==> src/rtl/audio_pkg.sv <==
// Shared types for the audio SRAM path: bus widths, address/sample types,
// arbiter state encoding and requester identity.
package audio_pkg;

    localparam int SRAM_AW = 20;
    localparam int SRAM_DW = 16;

    typedef logic [SRAM_AW-1:0] sram_addr_t;
    typedef logic [SRAM_DW-1:0] sample_t;

    typedef enum logic [1:0] {
        IDLE = 2'd0,
        RD   = 2'd1,
        WR   = 2'd2,
        TURN = 2'd3
    } arb_state_t;

    // Identity of the requester that was granted most recently
    typedef enum logic {
        REQ_REC = 1'b0,
        REQ_PLY = 1'b1
    } req_id_t;

    // True while the SRAM is actually being driven (RD or WR)
    function automatic logic is_access(input arb_state_t st);
        return (st == RD) || (st == WR);
    endfunction

endpackage

==> src/rtl/arb2_rr.sv <==
// Two-input round-robin grant. Grant is combinational; the pointer of the
// last served requester is registered and only moves when a grant is issued.
module arb2_rr
    import audio_pkg::*;
(
    input  logic clk,
    input  logic rst,
    input  logic req_rec,
    input  logic req_ply,
    input  logic grant_en,
    output logic gnt_rec,
    output logic gnt_ply
);

    req_id_t last_r;

    // Grant: a lone requester wins; on a tie the one not served last wins
    always_comb begin
        gnt_rec = 1'b0;
        gnt_ply = 1'b0;
        if (grant_en) begin
            if (req_rec && req_ply) begin
                if (last_r == REQ_PLY) gnt_rec = 1'b1;
                else                   gnt_ply = 1'b1;
            end else begin
                gnt_rec = req_rec;
                gnt_ply = req_ply;
            end
        end
    end

    // Pointer: reset to player so the recorder wins the first tie
    always_ff @(posedge clk or posedge rst) begin
        if (rst)          last_r <= REQ_PLY;
        else if (gnt_rec) last_r <= REQ_REC;
        else if (gnt_ply) last_r <= REQ_PLY;
    end

endmodule

==> src/rtl/sram_arbiter.sv <==
// Arbitrates a recorder (writes) and a player (reads) onto one async SRAM.
// Each access lasts ACCESS_CYC cycles, followed by one bus-turnaround cycle
// on which the completion pulse (rec_ack / ply_valid) is presented.
// The bidirectional DQ pad (sram_dq_oe ? sram_dq_o : 'z) lives outside.
//
//   state | meaning
//   ------+---------------------------------------------------------
//   IDLE  | bus released; arbitrate and latch the winner's request
//   RD    | SRAM read, oe_n low; last cycle captures sram_dq_i
//   WR    | SRAM write, we_n low, DQ driven with the latched sample
//   TURN  | one-cycle bus turnaround; ack/valid pulse is high here
module sram_arbiter
    import audio_pkg::*;
#(
    parameter int ACCESS_CYC = 2
) (
    input  logic                clk,
    input  logic                rst,
    input  logic                rec_req,
    input  logic [SRAM_AW-1:0]  rec_addr,
    input  logic [SRAM_DW-1:0]  rec_wdata,
    output logic                rec_ack,
    input  logic                ply_req,
    input  logic [SRAM_AW-1:0]  ply_addr,
    output logic [SRAM_DW-1:0]  ply_rdata,
    output logic                ply_valid,
    output logic [SRAM_AW-1:0]  sram_addr,
    output logic [SRAM_DW-1:0]  sram_dq_o,
    output logic                sram_dq_oe,
    input  logic [SRAM_DW-1:0]  sram_dq_i,
    output logic                sram_we_n,
    output logic                sram_ce_n,
    output logic                sram_oe_n,
    output logic                sram_ub_n,
    output logic                sram_lb_n,
    output logic                busy
);

    localparam logic [3:0] CNT_LAST = 4'(ACCESS_CYC - 1);

    arb_state_t  state_r, state_nx;
    logic [3:0]  cnt_r, cnt_nx;
    sram_addr_t  addr_r;
    sample_t     wdata_r;
    sample_t     rdata_r;
    logic        rec_ack_r;
    logic        ply_valid_r;
    logic        grant_en;
    logic        gnt_rec;
    logic        gnt_ply;
    logic        last_cyc;

    arb2_rr u_arb (
        .clk      (clk),
        .rst      (rst),
        .req_rec  (rec_req),
        .req_ply  (ply_req),
        .grant_en (grant_en),
        .gnt_rec  (gnt_rec),
        .gnt_ply  (gnt_ply)
    );

    assign last_cyc = (cnt_r == CNT_LAST);

    // Next state, access counter and SRAM control decode
    always_comb begin
        state_nx   = state_r;
        cnt_nx     = cnt_r;
        grant_en   = 1'b0;
        sram_ce_n  = 1'b1;
        sram_oe_n  = 1'b1;
        sram_we_n  = 1'b1;
        sram_ub_n  = 1'b1;
        sram_lb_n  = 1'b1;
        sram_dq_oe = 1'b0;
        case (state_r)
            IDLE: begin
                grant_en = 1'b1;
                cnt_nx   = 4'd0;
                if (gnt_rec)      state_nx = WR;
                else if (gnt_ply) state_nx = RD;
            end
            RD: begin
                sram_ce_n = 1'b0;
                sram_oe_n = 1'b0;
                sram_ub_n = 1'b0;
                sram_lb_n = 1'b0;
                if (last_cyc) state_nx = TURN;
                else          cnt_nx   = cnt_r + 4'd1;
            end
            WR: begin
                sram_ce_n  = 1'b0;
                sram_we_n  = 1'b0;
                sram_ub_n  = 1'b0;
                sram_lb_n  = 1'b0;
                sram_dq_oe = 1'b1;
                if (last_cyc) state_nx = TURN;
                else          cnt_nx   = cnt_r + 4'd1;
            end
            TURN: begin
                state_nx = IDLE;
            end
            default: begin
                state_nx = IDLE;
            end
        endcase
    end

    // State register and access counter
    always_ff @(posedge clk or posedge rst) begin
        if (rst) begin
            state_r <= IDLE;
            cnt_r   <= 4'd0;
        end else begin
            state_r <= state_nx;
            cnt_r   <= cnt_nx;
        end
    end

    // Request latch on grant; inputs are ignored until the next grant
    always_ff @(posedge clk or posedge rst) begin
        if (rst) begin
            addr_r  <= '0;
            wdata_r <= '0;
        end else if (gnt_rec) begin
            addr_r  <= rec_addr;
            wdata_r <= rec_wdata;
        end else if (gnt_ply) begin
            addr_r  <= ply_addr;
        end
    end

    // Read capture and completion pulses, issued on the TURN cycle
    always_ff @(posedge clk or posedge rst) begin
        if (rst) begin
            rdata_r     <= '0;
            rec_ack_r   <= 1'b0;
            ply_valid_r <= 1'b0;
        end else begin
            rec_ack_r   <= (state_r == WR) && last_cyc;
            ply_valid_r <= (state_r == RD) && last_cyc;
            if ((state_r == RD) && last_cyc) rdata_r <= sram_dq_i;
        end
    end

    assign sram_addr = addr_r;
    assign sram_dq_o = wdata_r;
    assign ply_rdata = rdata_r;
    assign rec_ack   = rec_ack_r;
    assign ply_valid = ply_valid_r;
    assign busy      = (state_r != IDLE);

endmodule

==> config.mk <==
export PLATFORM = sky130hd
export DESIGN_NAME = sram_arbiter
export DESIGN_NICKNAME = d
export VERILOG_FILES = /design/src/rtl/audio_pkg.sv /design/src/rtl/arb2_rr.sv /design/src/rtl/sram_arbiter.sv
export SDC_FILE = /design/constraint.sdc
export NUM_CORES = 1
export LEC_CHECK = 0
export ABC_AREA = 0
export ABC_CLOCK_PERIOD_IN_PS = 2200
export BUFFER_PORTS_ARGS = -buffer_cell sky130_fd_sc_hd__buf_4
export CAP_MARGIN = 30
export CORE_ASPECT_RATIO = 0.5
export CORE_UTILIZATION = 25
export DETAILED_ROUTE_END_ITERATION = 10
export GPL_ROUTABILITY_DRIVEN = 1
export GPL_TIMING_DRIVEN = 0
export PLACE_DENSITY = 0.49
export SETUP_SLACK_MARGIN = 0.4
export SYNTH_ARGS = -nofsm -noshare
export SYNTH_HDL_FRONTEND = slang
export SYNTH_HIERARCHICAL = 1
export SYNTH_SLANG_ARGS = --single-unit
==> constraint.sdc <==
create_clock -name clk -period 2.2 [get_ports clk]
set_clock_uncertainty 0.15 [all_clocks]
set_input_delay 0.22 -clock clk [delete_from_list [all_inputs] [get_ports clk]]
set_output_delay 0.22 -clock clk [all_outputs]
set_load 0.02 [all_outputs]
---- After elaboration in Yosys (flattened, before gate mapping) ----
Cells that the tools add are included.
storage, ports and cells
  word-level logic and storage cells ...... 47
  register bits after elaboration ......... 61
  input port bits ......................... 76
operators by class
  add/sub/neg operators ................... 1
  mux-type cells .......................... 21
  eq/ne operators ......................... 7
  reductions and logical operators ........ 10
operators with widths
  operator                                                                  count
  20-bit 2-to-1 mux                                                         2
  1-bit 2-to-1 mux                                                          13
  4-bit one-hot mux with 2 select lines                                     1
  2-bit 2-to-1 mux                                                          3
  2-bit one-hot mux with 3 select lines                                     1
  2-bit nonzero test                                                        3
  4-bit by 1-bit adder with 4-bit output (second input constant)            1
  2-bit equality test (second input constant)                               2
  4-bit by 1-bit equality test with 1-bit output (second input constant)    1
  4-bit 2-to-1 mux                                                          1
  2-bit AND reduction                                                       2
  1-bit logical AND                                                         3
  3-bit inequality test (second input constant)                             1
  2-bit by 1-bit equality test with 1-bit output (second input constant)    1
  2-bit logical NOT                                                         1
  2-bit by 1-bit inequality test with 1-bit output (second input constant)  1
  2-bit inequality test (second input constant)                             1
  2-bit OR reduction                                                        1

---- Logic depth before layout (Yosys ltp) ----
Gate-level depths: netlist (run 1).
  depth after elaboration ................. 6
  mapped depth ............................ 8
  depth with buffers taken out ............ 7

---- By module ----
Netlist (run 1), hierarchy kept.
by module, submodules not included
  module        cells each  seq. area each (µm²)  instances  area an instance (µm²)
  sram_arbiter  208         1501.4                1          2645.0
  arb2_rr       9           26.3                  1          66.3

---- Least setup slack after synthesis (run 1) ----
No wires, ideal clock.
  kind .................................... reg-to-reg
  start point ............................. reg state_r[0]
  end point ............................... reg addr_r[0], in the netlist sram_addr[0]
  path buffers ............................ 1
  path slack .............................. 144 ps
  arrival ................................. 1773 ps
  stages on the path, launching flop included .. 8
  library setup time ...................... 133 ps
  cells stage by stage .................... dfrtp_1 -> inv_1 -> ha_1 -> nand2_1 -> a21oi_1 -> buf_1 -> mux2i_1 -> o21ai_0
on the way
  cells in the longest elaborated chain, start to end .. 4
  elaborated cells between the ends (all ways) .. 6
ends and longest elaborated chain
  element                       RTL line             text
  from (decl)                   sram_arbiter.sv:41   arb_state_t state_r, state_nx;
  from (signal assigned)        sram_arbiter.sv:115  state_r <= state_nx;
  2-bit logical NOT             sram_arbiter.sv:76   case (state_r)
  1-bit 2-to-1 mux              sram_arbiter.sv:76
  net grant_en                  sram_arbiter.sv:48   logic grant_en;
  1-bit 2-to-1 mux              arb2_rr.sv:21        if (grant_en) begin
  net gnt_ply                   sram_arbiter.sv:50   logic gnt_ply;
  2-bit nonzero test (no line)  --
  to (signal assigned)          sram_arbiter.sv:126  addr_r <= rec_addr;
  to (signal assigned)          sram_arbiter.sv:129  addr_r <= ply_addr;
  to (decl)                     sram_arbiter.sv:43   sram_addr_t addr_r;
The timed path passes the listed nets, and every way through them passes these cells.
A chain may end at the register's enable or synchronous reset.

---- Worst setup path in the final report (run 1) ----
  start point ............................. reg cnt_r[1]
  end point ............................... reg rdata_r[8], in the netlist ply_rdata[8]
on the way
  cells in the longest elaborated chain, start to end .. 2
ends and longest elaborated chain
  element                                         RTL line             text
  from (decl)                                     sram_arbiter.sv:42   logic [3:0] cnt_r, cnt_nx;
  from (signal assigned)                          sram_arbiter.sv:116  cnt_r <= cnt_nx;
  4-bit by 1-bit equality test with 1-bit output  sram_arbiter.sv:63   assign last_cyc = (cnt_r == CNT_LAST);
  1-bit logical AND                               sram_arbiter.sv:142  if ((state_r == RD) && last_cyc) rdata_r <= sram_dq_i;
  to (signal assigned)                            sram_arbiter.sv:142
  to (decl)                                       sram_arbiter.sv:45   sample_t rdata_r;
No other way between the ends.

==> results.py, run 1 <==
metrics = {
    "critical_path": {
        "critPathMaxStageDelay_ns": 0.38,
        "crit_type": "register to register",
        "crit_chain": "inv_1, ha_1, or3b_4, buf_6, nor2_8, buf_12, mux2_4",
        "cp-startpoint": "cnt_r[1]$_DFFE_PP0P_",
        "rrSetupSlack_ns": 0.26,
        "critPathRequiredTime_ns": 2.26,
        "crit_path_start_kind": "register",
        "endpoint": "ply_rdata[8]$_DFFE_PP0P_",
        "reg2reg_to": "ply_rdata[8]$_DFFE_PP0P_",
        "reg2regPathDepth": 7,
        "worstPathMaxFanout": 10,
        "arrival_ns": 2.00,
        "endpoint_kind": "register",
        "regToRegStartpoint": "cnt_r[1]$_DFFE_PP0P_",
        "cp_slowest_cell": "or3b_4",
    },
    "cts": {
        "cts_num_sinks": 61,
        "clkTransAtPathRegs_ns": 0.05,
        "tritoncts": "yes",
        "clk_latency_ns": 0.33,
        "cts_root_buf": "clkbuf_16",
        "htreeDepth": 3,
        "cts_buffer_depth": 2,
        "cts_made_buffers": 9,
    },
    "route": {
        "dr.first_iter.drc_count": 60,
        "drc": 0,
        "vias_per_cell": 4.22,
        "routed_wirelength_mm": 7.94,
        "first_pass_iters": 4,
        "routedWlPerCell_um": 13.7,
        "drtAntennaViolNets": 0,
        "vias": 2443,
    },
    "sta": {
        "slew_headroom": 0.581,
        "slew_violations": 0,
        "period_minus_slack_ns": 1.94,
        "rsz0062_at_grt": "true",
        "finalHoldViolCount": 0,
        "finalCritPeriodShare": 0.884,
        "max_freq_mhz": 514,
        "fin_tns_setup_ns": 0,
        "tightestPinTransition_ns": 0.628,
        "setup_viol": 0,
    },
    "grt": {
        "grt_pass1_wl_mm": 11.4,
        "groute.usage.overall": 0.132,
        "antenna_found_initial": 0,
        "grt-ovfl-total": 0,
        "grt_pass1_vias": 2400,
        "grt_max_degree": 35,
    },
    "synthesis": {
        "syn_inst": 217,
        "yosysSeqAreaShare": 0.563,
        "synth.avg_cell_area_um2": 12.5,
        "syn_area_um2": 2710,
        "mappedNetlistNets": 300,
        "ys_warn_count": 6,
        "yosysUniqueCellTypes": 24,
        "ys_seq_elements": 61,
    },
    "pwr": {
        "p_per_area_nw_per_um2": 1470,
        "power.leakage_uw": 0.00240,
        "worst_ir_drop_vdd_mv": 0.582,
        "fin_total_pwr_uw": 7450,
    },
    "floorplanning": {
        "core_area_um2": 10400,
        "fp.dieW_um": 149,
        "rows": 26,
        "io_pins": 137,
        "dieArea_um2": 11300,
        "start_util": 0.261,
        "die_h_um": 75.6,
    },
    "layout": {
        "nets": 517,
        "fillers": 919,
        "area_delta_synth_final_pct": 87.3,
        "drive_gt1_frac": 0.519,
        "diodes": 0,
    },
    "placed_design": {
        "port_buffers": 136,
        "hpwl_mm": 5.42,
        "place_congestion": 0.697,
    },
    "flow_run": {
        "maxCapViolCount": 0,
    },
    "min_path": {
        "hold_class": "primary input to register",
    },
    "outcome": {
        "status": "finished, final reports clean",
    },
}
[placed cells by master (no fill, tap or decap), drive strengths merged]
cell	netlist	layout
a41oi	1	1
dfrtp	60	60
mux2	34	34
o21ai	23	23
inv	12	11
nand2b	2	2
nor2	3	3
clkbuf	5	19
buf	8	163
or3b	1	1
nor3b	1	1
mux2i	23	23
dlygate4sd3	0	53
clkinvlp	0	1
a21oi	5	5
ha	7	7
nand2	28	28
dfstp	1	1
nand3	2	2
and3	1	1
[stage by stage]
stage,std cells,util,setup slack (ns),cell area (um2),hold slack (ns)
6_report,579,0.489,0.255,5080,0.0312
5_1_grt,579,0.489,0.194,5080,0.0319
4_1_cts,574,0.476,0.252,4940,0.0259
3_5_place_dp,494,0.382,0.106,3970,0.105
2_1_floorplan,217,-,0.287,2750,-0.0403
3_3_place_gp,493,0.380,0.150,3950,0.0953
[metal layers]
metal	vias up	GRT usage	share of wire
met4	0	0.0510	0.0086
met3	9	0.0353	0.040
met1	1213	0.155	0.40
li1	1166	-	-
met2	55	0.238	0.55
met5	-	0	0
[registers in the layout, summed over array words and instances, names as in the netlist]
name / count
cnt_r: 4
ply_rdata: 16
ply_valid: 1
rec_ack: 1
sram_addr: 20
sram_dq_o: 16
state_r: 2
u_arb/last_r: 1
[critical path: cells and delay by family, from the launching register on]
kind	cells	cell delay, ns
buffers and inverters	3	0.35
adders and majority gates	1	0.13
DFF	1	0.37
and+or+nand+nor	2	0.52
muxes	1	0.30
[logic make-up after synthesis]
| kind of cell | count (synthesis) | share of synthesized area |
|---|---|---|
| AO/OA/AOI/OAI | 29 | 0.0563 |
| multiplexers | 57 | 0.239 |
| adder cells (fa/ha/maj) | 7 | 0.0323 |
| flip-flops | 61 | 0.563 |
| buffers and inverters | 25 | 0.0438 |
| AND/OR/NAND/NOR | 38 | 0.0655 |
[cells in the mapped netlist]
| cell | instances | share of area |
|---|---|---|
| dfrtp_1 | 60 | 0.55 |
| nand2_1 | 28 | 0.039 |
| mux2_2 | 25 | 0.10 |
| mux2i_1 | 23 | 0.085 |
| o21ai_0 | 23 | 0.042 |
| inv_1 | 12 | 0.017 |
| mux2_4 | 9 | 0.050 |
| ha_1 | 7 | 0.032 |
| clkbuf_1 | 5 | 0.0069 |
| a21oi_1 | 4 | 0.0074 |
| buf_1 | 4 | 0.0055 |
| buf_4 | 2 | 0.0055 |
| nand2b_1 | 2 | 0.0046 |
| nand3_1 | 2 | 0.0037 |
| nor2_1 | 2 | 0.0028 |
| a21oi_2 | 1 | 0.0032 |
| a41oi_1 | 1 | 0.0032 |
| and3_1 | 1 | 0.0023 |
| buf_12 | 1 | 0.0074 |
| buf_2 | 1 | 0.0018 |
| dfstp_2 | 1 | 0.0097 |
| nor2_8 | 1 | 0.0074 |
| nor3b_1 | 1 | 0.0028 |
| or3b_1 | 1 | 0.0032 |
[timing repair]
action | CTS | global route
gates cloned | 0 | 1
pin swaps | 1 | 1
buffers inserted | 11 | 4
endpoints found under the hold margin | 79 | 0
endpoints found under the setup margin | 57 | 57
resized for setup | 18 | 25
hold buffers | 53 | 0
[final cells by class]
type | instances | area [um2] | area share
clock buffer | 16 | 292 | 0.0574
inverter | 12 | 51.3 | 0.0101
timing repair buffer | 206 | 1740 | 0.342
sequential | 61 | 1530 | 0.301
tap | 140 | 175 | 0.0345
multi-input combinational | 131 | 1120 | 0.222
buffer | 13 | 170 | 0.0335
[power by group]
| group | total [uW] | switching [uW] | internal [uW] |
|---|---|---|---|
| clock network | 1360 | 471 | 886 |
| registers | 2020 | 326 | 1700 |
| logic | 4070 | 1950 | 2130 |
[worst min-delay path by stage]
stage / startpoint / endpoint / depth (start not counted)
2_1_floorplan: rst / u_arb/last_r$_DFFE_PP1P_ / 1
3_3_place_gp: rst / u_arb/last_r$_DFFE_PP1P_ / 2
3_5_place_dp: rst / u_arb/last_r$_DFFE_PP1P_ / 2
4_1_cts: ply_addr[16] / sram_addr[16]$_DFFE_PP0P_ / 3
5_1_grt: ply_addr[11] / sram_addr[11]$_DFFE_PP0P_ / 3
6_report: ply_addr[16] / sram_addr[16]$_DFFE_PP0P_ / 3
No activity file was read; power rests on OpenSTA's default activity.
==> inputs of run 2 (changes only) <==
--- a/config.mk
+++ b/config.mk
@@ -13,7 +13,7 @@
 export CORE_UTILIZATION = 25
 export DETAILED_ROUTE_END_ITERATION = 10
 export GPL_ROUTABILITY_DRIVEN = 1
-export GPL_TIMING_DRIVEN = 0
+export GPL_TIMING_DRIVEN = 1
 export PLACE_DENSITY = 0.49
 export SETUP_SLACK_MARGIN = 0.4
 export SYNTH_ARGS = -nofsm -noshare
==> results.py, run 2 (same netlist as run 1, synthesis figures left out) <==
metrics = {
    "outcome": {
        "status": "finished, final reports clean",
    },
    "route": {
        "routed_wirelength_mm": 8.06,
        "drtAntennaViolNets": 0,
        "dr.first_iter.drc_count": 91,
        "drc": 0,
        "vias": 2401,
        "vias_per_cell": 4.20,
        "first_pass_iters": 4,
        "routedWlPerCell_um": 14.1,
    },
    "grt": {
        "grt_pass1_vias": 2453,
        "grt_pass1_wl_mm": 11.8,
        "met3_usage": 0.0425,
        "met1_usage": 0.160,
        "top_usage_layer": "met2",
        "antenna_found_initial": 0,
        "groute.usage.overall": 0.138,
        "grt_use_met2": 0.252,
        "grt_max_degree": 30,
        "grt-ovfl-total": 0,
    },
    "layout": {
        "fin_util": 0.481,
        "stdcell_area_um2": 4990,
        "diodes": 0,
        "largest_reg_flops": 20,
        "drive_gt1_frac": 0.507,
        "layout_commonest_cell": "buf_4",
        "nets": 510,
        "final_cell_mix": "151 x buf_4, 60 x dfrtp_1, 53 x dlygate4sd3_1",
        "area_delta_synth_final_pct": 84.1,
    },
    "pwr": {
        "power.leakage_uw": 0.00235,
        "worst_ir_drop_vdd_mv": 0.553,
        "fin_total_pwr_uw": 7150,
        "p_per_area_nw_per_um2": 1430,
    },
    "min_path": {
        "hp-start": "ply_req",
        "hold_class": "primary input to register",
    },
    "critical_path": {
        "cp-startpoint": "cnt_r[1]$_DFFE_PP0P_",
        "arrival_ns": 1.89,
        "crit_buf_inv": 2,
        "endpoint_kind": "register",
        "worstPathMaxFanout": 7,
        "crit_type": "register to register",
        "regToRegStartpoint": "cnt_r[1]$_DFFE_PP0P_",
        "critPathMaxStageDelay_ns": 0.42,
        "crit_path_start_kind": "register",
        "path_delay_family": "simple AND/OR/NAND/NOR gates",
        "crit_chain": "inv_1, ha_1, or3b_4, nor2_8, buf_12, mux2_2",
        "cp_slowest_cell": "or3b_4",
        "critPathRequiredTime_ns": 2.25,
    },
    "cts": {
        "htreeDepth": 3,
        "cts_num_sinks": 61,
        "tritoncts": "yes",
        "cts_made_buffers": 9,
        "clkTransAtPathRegs_ns": 0.05,
        "cts_buffer_depth": 2,
        "clk_latency_ns": 0.32,
        "cts_root_buf": "clkbuf_16",
    },
    "floorplanning": {
        "io_pins": 137,
        "start_util": 0.261,
        "core_area_um2": 10400,
        "rows": 26,
        "fp.dieW_um": 149,
        "die_h_um": 75.6,
        "dieArea_um2": 11300,
    },
    "sta": {
        "slew_violations": 0,
        "setup_viol": 0,
        "finalCritPeriodShare": 0.836,
        "fin_tns_setup_ns": 0,
        "slew_headroom": 0.642,
        "rsz0062_at_grt": "true",
        "period_minus_slack_ns": 1.84,
        "holdWs_ns": 0.0328,
        "finalHoldViolCount": 0,
        "max_freq_mhz": 544,
        "tightestPinTransition_ns": 0.536,
    },
    "placed_design": {
        "place_congestion": 0.677,
        "hpwl_mm": 5.16,
        "dpl_cell_area_um2": 3930,
        "port_buffers": 136,
    },
    "flow_run": {
        "maxCapViolCount": 0,
    },
}
## run 2: cell types whose count changed in the layout (fill, tap and decap cells not counted), sizes merged
cell	change
clkinv	+1
buf	-6
clkbuf	-2
## run 2: cell type report
cell class | count | area, um2
clock inverters | 1 | 5.00
multi-input cells | 131 | 1120
clock buffers | 15 | 268
flip-flops and latches | 61 | 1530
well taps | 140 | 175
inverters | 12 | 48.8
repair buffers | 212 | 1840
fillers | 923 | 5390
## run 2: worst reg2reg max path: cells and delay by family, from the launching register on
kind,cells,cell delay (ns)
muxes,1,0.33
buffers and inverters,2,0.19
DFF,1,0.37
and+or+nand+nor,2,0.55
adders and majority gates,1,0.12
## run 2: repair_timing
item,in CTS,in global routing
hold endpoints to repair,75,0
gates cloned,1,2
hold buffers,53,0
gates resized for setup,6,5
setup endpoints to repair,57,55
buffers inserted,10,5
pin swaps,2,1
## run 2: stage by stage
step	instances	worst slack [ns]
3_3_place_gp	485	0.141
3_5_place_dp	485	0.0945
2_1_floorplan	217	0.287
5_1_grt	572	0.290
4_1_cts	565	0.344
6_report	572	0.360
## run 2: final timing paths
check | end | slack, ns | cells past startpoint
max | ply_rdata[14]$_DFFE_PP0P_ | 0.36 | 6
min | u_arb/last_r$_DFFE_PP1P_ | 0.03 | 3
max reg2reg | ply_rdata[14]$_DFFE_PP0P_ | 0.36 | 6
min reg2reg | sram_dq_o[13]$_DFFE_PP0P_ | 0.36 | 1
max in group asynchronous | ply_rdata[15]$_DFFE_PP0P_ | 0.96 | 4
min in group asynchronous | u_arb/last_r$_DFFE_PP1P_ | 0.33 | 3
## run 2: per-layer routing
| layer | wire (um) | up-vias |
|---|---|---|
| met5 | 0 | - |
| met4 | 40 | 0 |
| met3 | 241 | 6 |
| met2 | 4460 | 50 |
| met1 | 3310 | 1190 |
| li1 | - | 1155 |
## run 2: power by group
| group | internal, uW | switching (uW) | total (uW) | leakage (uW) |
|---|---|---|---|---|
| clock network | 822 | 449 | 1270 | 0.000134 |
| logic | 1970 | 1900 | 3860 | 0.00148 |
| registers | 1700 | 321 | 2020 | 0.000738 |
==> inputs of run 3 (changes only) <==
--- a/config.mk
+++ b/config.mk
@@ -6,7 +6,7 @@
 export NUM_CORES = 1
 export LEC_CHECK = 0
 export ABC_AREA = 0
-export ABC_CLOCK_PERIOD_IN_PS = 2200
+export ABC_CLOCK_PERIOD_IN_PS = 1500
 export BUFFER_PORTS_ARGS = -buffer_cell sky130_fd_sc_hd__buf_4
 export CAP_MARGIN = 30
 export CORE_ASPECT_RATIO = 0.5
@@ -14,7 +14,7 @@
 export DETAILED_ROUTE_END_ITERATION = 10
 export GPL_ROUTABILITY_DRIVEN = 1
 export GPL_TIMING_DRIVEN = 1
-export PLACE_DENSITY = 0.49
+export PLACE_DENSITY = 0.51
 export SETUP_SLACK_MARGIN = 0.4
 export SYNTH_ARGS = -nofsm -noshare
 export SYNTH_HDL_FRONTEND = slang
==> constraint.sdc (replaced) <==
create_clock -name clk -period 1.5 [get_ports clk]
set_clock_uncertainty 0.15 [all_clocks]
set_input_delay 0.15 -clock clk [delete_from_list [all_inputs] [get_ports clk]]
set_output_delay 0.15 -clock clk [all_outputs]
set_load 0.02 [all_outputs]
==> results.py, run 3 (same netlist as run 1, synthesis figures left out) <==
metrics = {
    "min_path": {
        "hold_class": "primary input to register",
        "hp-start": "rec_req",
    },
    "pwr": {
        "clockPowerShare": 0.162,
        "p_int_uw": 8550,
        "p_per_area_nw_per_um2": 2170,
        "worst_ir_drop_vdd_mv": 0.861,
        "seq_power_share": 0.235,
        "power_frac_comb": 0.604,
        "switching_share": 0.353,
        "p_sw_uw": 4660,
        "power.leakage_uw": 0.00287,
    },
    "critical_path": {
        "worstPathMaxFanout": 3,
        "cp-startpoint": "cnt_r[1]$_DFFE_PP0P_",
        "critPathRequiredTime_ns": 1.55,
        "endpoint_kind": "register",
        "regToRegStartpoint": "cnt_r[1]$_DFFE_PP0P_",
        "rrSetupSlack_ns": -0.36,
        "crit_path_start_kind": "register",
        "endpoint": "state_r[0]$_DFFE_PP0P_",
        "reg2regPathDepth": 6,
        "crit_type": "register to register",
        "arrival_ns": 1.91,
        "reg2reg_to": "state_r[0]$_DFFE_PP0P_",
    },
    "layout": {
        "stdcell_area_um2": 6080,
        "largest_reg_flops": 20,
        "drive_gt1_frac": 0.562,
        "final_cell_mix": "113 x buf_4, 81 x buf_6, 73 x dlygate4sd3_1",
        "layout_commonest_cell": "buf_4",
        "diodes": 0,
        "nets": 576,
        "area_delta_synth_final_pct": 124,
    },
    "placed_design": {
        "hpwl_mm": 5.41,
        "dpl_cell_area_um2": 4210,
        "dp_slack_ns": -0.469,
        "port_buffers": 136,
        "place_congestion": 0.704,
    },
    "route": {
        "routed_wirelength_mm": 9.40,
        "drc": 0,
        "first_pass_iters": 4,
        "routedWlPerCell_um": 14.7,
        "drtAntennaViolNets": 0,
        "vias_per_cell": 4.21,
        "dr.first_iter.drc_count": 64,
        "vias": 2685,
    },
    "sta": {
        "period_minus_slack_ns": 1.86,
        "finalHoldViolCount": 0,
        "fin_tns_setup_ns": -15.57,
        "tightestPinTransition_ns": 0.420,
        "setup_viol": 64,
        "slew_violations": 0,
        "slew_headroom": 0.719,
        "holdWs_ns": 0.0144,
        "layout_setup_ws_ns": -0.359,
        "rsz0062_at_grt": "true",
        "max_freq_mhz": 538,
        "finalCritPeriodShare": 1.24,
    },
    "cts": {
        "tritoncts": "yes",
        "cts_buffer_depth": 2,
        "cts_root_buf": "clkbuf_16",
        "htreeDepth": 3,
        "clkTransAtPathRegs_ns": 0.05,
        "cts_made_buffers": 9,
        "cts_num_sinks": 61,
        "clk_latency_ns": 0.32,
    },
    "grt": {
        "grt-ovfl-total": 0,
        "groute.usage.overall": 0.161,
        "grt_max_degree": 27,
        "grt_pass1_vias": 2879,
        "grt_pass1_wl_mm": 13.6,
        "antenna_found_initial": 0,
    },
    "flow_run": {
        "maxCapViolCount": 0,
    },
    "floorplanning": {
        "fp.dieW_um": 149,
        "io_pins": 137,
        "start_util": 0.261,
        "dieArea_um2": 11300,
        "rows": 26,
        "die_h_um": 75.6,
        "core_area_um2": 10400,
    },
    "outcome": {
        "violations": "setup timing",
        "status": "complete, but fails checks",
    },
}
## run 3: how the worst min path moves through the flow
| stage | end | slack, ns | cells past startpoint |
|---|---|---|---|
| detailed placement | u_arb/last_r$_DFFE_PP1P_ | 0.04 | 2 |
| global placement | sram_addr[11]$_DFFE_PP0P_ | 0.03 | 2 |
| global route | u_arb/last_r$_DFFE_PP1P_ | 0.005 | 3 |
| finish | u_arb/last_r$_DFFE_PP1P_ | 0.01 | 3 |
| floorplan | u_arb/last_r$_DFFE_PP1P_ | -0.11 | 1 |
| CTS | u_arb/last_r$_DFFE_PP1P_ | 0.002 | 3 |
## run 3: area by class of cell
type | count | area (um2)
Clock buffer | 13 | 270
Clock inverter | 3 | 42.5
Fill cell | 815 | 4300
Inverter | 12 | 58.8
Multi-Input combinational cell | 131 | 1260
Sequential cell | 61 | 1530
Tap cell | 140 | 175
Timing Repair Buffer | 278 | 2740
## run 3: repair_timing
action,CTS,global route
hold buffers,73,0
hold endpoints to repair,66,0
endpoints found under the setup margin,122,122
gates resized for setup,100,13
gates cloned,4,1
pin swaps,6,6
buffers inserted,26,15
## run 3: critical path, stage by stage, from the launching register on
cell and delay [ns]:
dfrtp_1 0.37, inv_1 0.06, ha_1 0.13, or3b_4 0.42, buf_6 0.15, a21oi_4 0.15
mux2_4 0.31
## run 3: power groups by stage
stage	sequential (uW)	clock [uW]	combinational (uW)
final	3100	2140	7970
after global routing	3180	2280	8430
after CTS	3090	2200	7540
after detailed placement	2960	0	5740
after global placement	2940	0	5600
after floorplan	3840	0	2790
## run 3: per-layer routing
metal	track usage	wire length [um]
met2	0.314	5230
met1	0.166	3710
met3	0.0467	279
met5	0	0
met4	0.0658	174
## run 3: per-stage QoR
step                total power (uW)  std cells  utilization
floorplan                       6630        217            -
global placement                8540        503        0.405
detailed placement              8710        503        0.405
CTS                            12800        622        0.568
global route                   13900        638        0.586
finish                         13200        638        0.586
